### src/rtl/sub_pkg.sv
// Shared definitions for the bit-serial subtractor controller: state encoding,
// width limits and counter sizing.
package sub_pkg;

  localparam logic [1:0] ST_IDLE = 2'd0;
  localparam logic [1:0] ST_RUN  = 2'd1;
  localparam logic [1:0] ST_DONE = 2'd2;

  localparam int unsigned WIDTH_MIN = 1;
  localparam int unsigned WIDTH_MAX = 32;

  typedef enum logic [1:0] {
    IDLE = ST_IDLE,
    RUN  = ST_RUN,
    DONE = ST_DONE
  } state_t;

  // Bit index counter needs at least one bit even for a 1-bit word.
  function automatic int unsigned cnt_width(input int unsigned w);
    return (w < 2) ? 32'd1 : 32'($clog2(w));
  endfunction

endpackage

### src/rtl/serial_sub_ctrl_if.sv
// Operand/result handshake bundle for serial_sub_ctrl.
interface serial_sub_ctrl_if #(
  parameter int unsigned WIDTH = 8
);

  logic             in_valid;
  logic             in_ready;
  logic [WIDTH-1:0] a;
  logic [WIDTH-1:0] b;
  logic             bin;
  logic             out_valid;
  logic             out_ready;
  logic [WIDTH-1:0] diff;
  logic             bout;

  modport master (
    output in_valid, a, b, bin, out_ready,
    input  in_ready, out_valid, diff, bout
  );

  modport slave (
    input  in_valid, a, b, bin, out_ready,
    output in_ready, out_valid, diff, bout
  );

endinterface

### src/rtl/full_sub_cell.sv
// 1-bit full subtractor (a - b - ci) built from a 3-to-8 minterm decoder.
module full_sub_cell (
  input  logic a,
  input  logic b,
  input  logic ci,
  output logic d,
  output logic co
);

  logic [7:0] m;

  always_comb begin
    m = 8'b0;
    m[{a, b, ci}] = 1'b1;
  end

  assign d  = m[1] | m[2] | m[4] | m[7];
  assign co = m[1] | m[2] | m[3] | m[7];

endmodule

### src/rtl/serial_sub_ctrl.sv
// Bit-serial WIDTH-bit subtractor: sequences one full_sub_cell LSB first and
// holds the borrow between bits; operands in and result out via valid/ready.
module serial_sub_ctrl
  import sub_pkg::*;
#(
  parameter int unsigned WIDTH = 8
) (
  input  logic              clk,
  input  logic              rst_n,
  serial_sub_ctrl_if.slave  bus
);

  localparam int unsigned CW = cnt_width(WIDTH);

  if (WIDTH < WIDTH_MIN || WIDTH > WIDTH_MAX) begin : g_bad_width
    $error("serial_sub_ctrl: WIDTH out of range");
  end

  state_t           state;
  state_t           state_nxt;
  logic [WIDTH-1:0] a_sr;
  logic [WIDTH-1:0] b_sr;
  logic [WIDTH-1:0] diff_sr;
  logic [WIDTH-1:0] diff_shift;
  logic [WIDTH-1:0] diff_q;
  logic             brw;
  logic             bout_q;
  logic [CW-1:0]    cnt;
  logic             load;
  logic             step;
  logic             last;
  logic             cell_d;
  logic             cell_co;

  full_sub_cell u_cell (
    .a  (a_sr[0]),
    .b  (b_sr[0]),
    .ci (brw),
    .d  (cell_d),
    .co (cell_co)
  );

  // Difference bit enters at the MSB so the word is aligned after WIDTH steps.
  assign diff_shift = (diff_sr >> 1) | (WIDTH'(cell_d) << (WIDTH - 1));

  always_ff @(posedge clk or negedge rst_n) begin
    if (!rst_n) begin
      state <= IDLE;
    end else begin
      state <= state_nxt;
    end
  end

  always_comb begin
    state_nxt = state;
    load      = 1'b0;
    step      = 1'b0;
    last      = 1'b0;
    case (state)
      IDLE: begin
        if (bus.in_valid) begin
          load      = 1'b1;
          state_nxt = RUN;
        end
      end
      RUN: begin
        step = 1'b1;
        if (cnt == CW'(WIDTH - 1)) begin
          last      = 1'b1;
          state_nxt = DONE;
        end
      end
      DONE: begin
        if (bus.out_ready) begin
          state_nxt = IDLE;
        end
      end
      default: state_nxt = IDLE;
    endcase
  end

  // Datapath; result registers update only on the final RUN bit.
  always_ff @(posedge clk or negedge rst_n) begin
    if (!rst_n) begin
      a_sr    <= '0;
      b_sr    <= '0;
      diff_sr <= '0;
      brw     <= 1'b0;
      cnt     <= '0;
      diff_q  <= '0;
      bout_q  <= 1'b0;
    end else begin
      if (load) begin
        a_sr <= bus.a;
        b_sr <= bus.b;
        brw  <= bus.bin;
        cnt  <= '0;
      end else if (step) begin
        a_sr    <= a_sr >> 1;
        b_sr    <= b_sr >> 1;
        diff_sr <= diff_shift;
        brw     <= cell_co;
        cnt     <= cnt + CW'(1);
      end
      if (last) begin
        diff_q <= diff_shift;
        bout_q <= cell_co;
      end
    end
  end

  assign bus.in_ready  = (state == IDLE);
  assign bus.out_valid = (state == DONE);
  assign bus.diff      = diff_q;
  assign bus.bout      = bout_q;

endmodule

### src/flat_wrapper.sv
// flat-port wrapper written by rule: the top's interface ports become plain ports
module serial_sub_ctrl_flat import sub_pkg::*;
#(
  parameter int unsigned WIDTH = 8
)
  (clk, rst_n, bus_in_valid, bus_a, bus_b, bus_bin, bus_out_ready, bus_in_ready, bus_out_valid, bus_diff, bus_bout);
  serial_sub_ctrl_if #(.WIDTH(WIDTH)) bus_i ();
  input  logic clk;
  input  logic rst_n;
  input wire logic [$bits(bus_i.in_valid)-1:0] bus_in_valid;
  input wire logic [$bits(bus_i.a)-1:0] bus_a;
  input wire logic [$bits(bus_i.b)-1:0] bus_b;
  input wire logic [$bits(bus_i.bin)-1:0] bus_bin;
  input wire logic [$bits(bus_i.out_ready)-1:0] bus_out_ready;
  output wire logic [$bits(bus_i.in_ready)-1:0] bus_in_ready;
  output wire logic [$bits(bus_i.out_valid)-1:0] bus_out_valid;
  output wire logic [$bits(bus_i.diff)-1:0] bus_diff;
  output wire logic [$bits(bus_i.bout)-1:0] bus_bout;
  assign bus_i.in_valid = bus_in_valid;
  assign bus_i.a = bus_a;
  assign bus_i.b = bus_b;
  assign bus_i.bin = bus_bin;
  assign bus_i.out_ready = bus_out_ready;
  assign bus_in_ready = bus_i.in_ready;
  assign bus_out_valid = bus_i.out_valid;
  assign bus_diff = bus_i.diff;
  assign bus_bout = bus_i.bout;
  serial_sub_ctrl #(.WIDTH(WIDTH)) u_core (.clk(clk), .rst_n(rst_n), .bus(bus_i));
endmodule
### config.mk
export PLATFORM = sky130hd
export DESIGN_NAME = serial_sub_ctrl_flat
export DESIGN_NICKNAME = d
export VERILOG_FILES = /design/src/rtl/sub_pkg.sv /design/src/rtl/serial_sub_ctrl_if.sv /design/src/rtl/full_sub_cell.sv /design/src/rtl/serial_sub_ctrl.sv /design/src/flat_wrapper.sv
export SDC_FILE = /design/constraint.sdc
export NUM_CORES = 1
export LEC_CHECK = 0
export CAP_MARGIN = 20
export CELL_PAD_IN_SITES_DETAIL_PLACEMENT = 0
export CELL_PAD_IN_SITES_GLOBAL_PLACEMENT = 2
export CORE_MARGIN = 3
export CORE_UTILIZATION = 36
export CTS_BUF_LIST = sky130_fd_sc_hd__clkbuf_16
export DETAILED_ROUTE_END_ITERATION = 10
export GPL_TIMING_DRIVEN = 0
export PLACE_DENSITY = 0.8
export SLEW_MARGIN = 10
export SYNTH_ARGS = -nofsm -noshare
export SYNTH_HDL_FRONTEND = slang
export SYNTH_SLANG_ARGS = --single-unit
### constraint.sdc
create_clock -name clk -period 4.1 [get_ports clk]
set_input_delay 0.82 -clock clk [delete_from_list [all_inputs] [get_ports clk]]
set_output_delay 0.82 -clock clk [all_outputs]
set_load 0.05 [all_outputs]
==> impl_summary.md <==
Run status
The run finished with clean final reports.

Power and ir drop
The total design power is 1.966 mW. Summed over all cells, the static leakage comes to 1.091 nW. The peak supply drop is 0.3221 mV.

The power density over the cells is 854.7 nW/µm².

Placement
The instance area at placement is 2111 µm². The placer's final routability congestion estimate is 0.7688. Including well taps, the total number of placed cells is 225.

The count of buffers added on input and output ports is 30. OpenSTA, run right after detailed placement, puts the worst setup slack at 1.596 ns. The placed wire-length estimate is 2.524 mm.

Cells and area
The total area of multi-input combinational cells is 641.9 µm². After the last flow step, the layout net total stands at 204. The post-layout instance count excluding filler cells is 233. The cell area after layout is 2300 µm².

The layout-stage area growth over the synthesis result is 32.90%. The number of diodes added for antenna fixing is 0. At the end of the flow the core is filled with cells to 51.06%. The storage element area is 950.9 µm². The filler cell count is 417.

The post-route netlist has 18.78% of its cells at a drive strength greater than 1.

Yosys
Counting flops and latches in the post-synthesis netlist gives 38. The warning count from the yosys run is 0. The area of the mapped netlist is 1730 µm². The biggest area consumer among synthesized cells is sky130_fd_sc_hd__dfrtp_1.

Sequential cells were found to cover 54.95% of the synthesized design area. The distinct cell type count after synthesis is 27. The synthesized netlist cell count is 142.

Yosys mapped a number of flops with a built-in enable equal to 0. Counting instances in the post-synthesis netlist gives the leading cell types as 38 x sky130_fd_sc_hd__dfrtp_1, 22 x sky130_fd_sc_hd__inv_1, 11 x sky130_fd_sc_hd__a222oi_1, 11 x sky130_fd_sc_hd__nor2_1, 8 x sky130_fd_sc_hd__mux2_4. Yosys instantiated no cell more often than sky130_fd_sc_hd__dfrtp_1.

Of all flip-flops after synthesis, the portion carrying an async set or reset was 100.0%. The number of nets handed over by synthesis was 166. The prevailing post-synth register cell is sky130_fd_sc_hd__dfrtp_1. By area the synthesized netlist is led by sky130_fd_sc_hd__dfrtp_1 55%, sky130_fd_sc_hd__mux2_4 6.9%, sky130_fd_sc_hd__a222oi_1 6.4%, sky130_fd_sc_hd__inv_1 4.8%, sky130_fd_sc_hd__mux2_1 3.3%. The average instance in the mapped netlist occupies 12.19 µm². After synthesis, the largest area contributor takes up 54.95% of total cell area.

Detailed routing
The remaining design rule violation count is 0. Once detail routing completed, the nets flagged for antenna violations numbered 0. The routed wire length per instance is 15.21 µm. The routed layout has 1219 vias. For this block, the initial DRC count from the detailed router was 61. The final wirelength is 3.545 mm. The per-cell via count in the routed design is 5.232. The iteration count of the initial detailed-routing pass is 4.

Clock network
The cell at the root of the clock tree is sky130_fd_sc_hd__clkbuf_16. Gates resized during post-CTS repair numbered 0. The post-CTS setup-driven buffer insertion count is 0. The total CTS buffers is 5. The level count of the clock H-tree is 2. For this design, the CTS-stage hold fixing added 0 buffers. TritonCTS built the clock tree. In this run the deepest clock path goes through 2 buffers. The clock edge transition at the registers on the reported setup and hold paths is 0.06 ns. The later pin in the worst-skew pair is clocked with a latency of 0.28 ns. The clock sink total is 38.

Worst setup path
STA classifies the critical path startpoint as a flop. The startpoint identified for the worst register-to-register timing path is u_core.cnt[0]. The endpoint arrival time on the critical path is 1.97 ns. The kind of end point of the critical path is a primary output. The top fanout value on the critical path is 9.

The worst-path cell with the longest stage delay is sky130_fd_sc_hd__clkdlybuf4s50_1. In this run the worst setup path begins at u_core.state[1]. The number of buffer and inverter stages on the critical path is 3.

The kind of critical path is reg -> out. The endpoint of the most critical register-to-register path is u_core.bus.diff[0]. Counting cells, the worst reg-to-reg path comes to 5.

The highest cell delay on the worst timing path is 0.79 ns. Traced cell by cell, the critical path runs through buf_2, or2_2, inv_1, clkdlybuf4s50_1. The required time reported for the critical path endpoint is 3.28 ns. In this run the number of cells on the critical path is 4. The worst reg-to-reg setup slack is 2.58 ns. Among cell families on the critical path, the largest total delay comes from buffers and inverters. The most critical setup path has its endpoint at bus_in_ready.

Timing
After layout, the worst setup slack is 1.314 ns. For the final routed database, the setup TNS stands at 0 ns. The highest clock frequency the design can meet is 0.3589 GHz.

Setup violations remaining at the end of the flow were counted as 0. The final max-slew violation count is 0. Across all hold checks on the routed design, the worst slack comes to 0.3285 ns. The total count of hold-check failures in the final report is 0. The clock tree skew after final layout is 0.005939 ns.

For the pin with the worst max-slew slack, the measured transition is 0.4998 ns. The period utilization is 67.95%. The worst pin sits at a relative slew slack of 66.57%. Setup repair after global routing left no endpoint under its margin. The shortest clock period the worst path allows after layout is 2.786 ns.

GRT
The number of global-route vias before repair is 1214. The total global-route track usage is 14.41%. Entering global routing, the biggest net connects 38 pins. The number of antenna violations at the first check in global routing was 0.

The first global-routing pass estimated 6.016 mm of wire. The total congestion overflow after global routing is 0.

Die
The floorplan step set the die width to 75.33 µm. The die is 75.33 µm tall. The initial standard-cell utilization of the core is 38.42%.

32 I/O pins were placed. The floorplan has 24 rows. The area of the placeable core is 4504 µm². The floorplan step defined a die boundary enclosing 5675 µm².

Run
The max-capacitance violation count is 0.

Worst hold path
The class of the tightest hold or removal check is in -> async.
==> cells by family (layout without fill, tap and decap cells) <==
family,after synthesis,after routing,share of synthesized area [%]
adder cells (fa/ha/maj),3,3,2.603
buffers and inverters,32,71,7.953
flip-flops,38,38,54.95
AND/OR/NAND/NOR,30,30,9.761
multiplexers,17,17,12.65
AO/OA/AOI/OAI,22,22,12.08
==> report_power, final <==
group	switching (mW)	leakage (nW)	total (mW)	internal, mW
Combinational	0.444	0.547	0.825	0.381
Sequential	0.0967	0.453	0.654	0.557
Clock	0.140	0.0915	0.487	0.346
Total	0.682	1.09	1.97	1.28
==> routing by layer <==
| layer | share of wire [%] | GRT usage [%] | up-vias |
|---|---|---|---|
| met5 | 0 | 0 | - |
| met4 | 1.1 | 4.078 | 0 |
| met3 | 6.1 | 5.013 | 6 |
| met2 | 49 | 23.59 | 36 |
| met1 | 44 | 18.14 | 606 |
| li1 | - | - | 571 |
==> worst min path at each step <==
stage / endpoint / slack, ns
CTS: u_core.bus.diff[5] / 0.32
floorplan: u_core.diff_sr[1] / 0.46
global placement: u_core.diff_sr[1] / 0.47
global route: u_core.bus.diff[5] / 0.32
detailed placement: u_core.diff_sr[1] / 0.49
finish: u_core.bus.diff[5] / 0.33
==> state kept, by name, indices dropped and copies added (netlist names) <==
signal / count
u_core.bus.diff: 8
u_core.brw: 1
u_core.state: 2
u_core.cnt: 3
u_core.b_sr: 8
u_core.bus.bout: 1
u_core.a_sr: 8
u_core.diff_sr: 7
==> area by class of cell <==
type                            instances  share of cell area [%]
Sequential cell                        38                   41.35
Multi-Input combinational cell         72                   27.91
Timing Repair Buffer                   31                   13.71
Clock buffer                            5                   5.441
Inverter                               22                   3.591
Tap cell                               52                   2.829
Clock inverter                          3                   2.775
Buffer                                 10                   2.394
==> layout by cell type (no fill, tap or decap), types with 4 or more instances in the layout <==
cell,n
sky130_fd_sc_hd__dfrtp_1,38
sky130_fd_sc_hd__clkdlybuf4s50_1,29
sky130_fd_sc_hd__inv_1,22
sky130_fd_sc_hd__nor2_1,11
sky130_fd_sc_hd__a222oi_1,11
sky130_fd_sc_hd__buf_2,8
sky130_fd_sc_hd__mux2_4,8
sky130_fd_sc_hd__mux2_1,5
sky130_fd_sc_hd__clkbuf_16,5
sky130_fd_sc_hd__nor4b_1,4
sky130_fd_sc_hd__nor3b_1,4
sky130_fd_sc_hd__a211oi_1,4
sky130_fd_sc_hd__nand2_1,4
No activity file was read; power rests on OpenSTA's default activity.
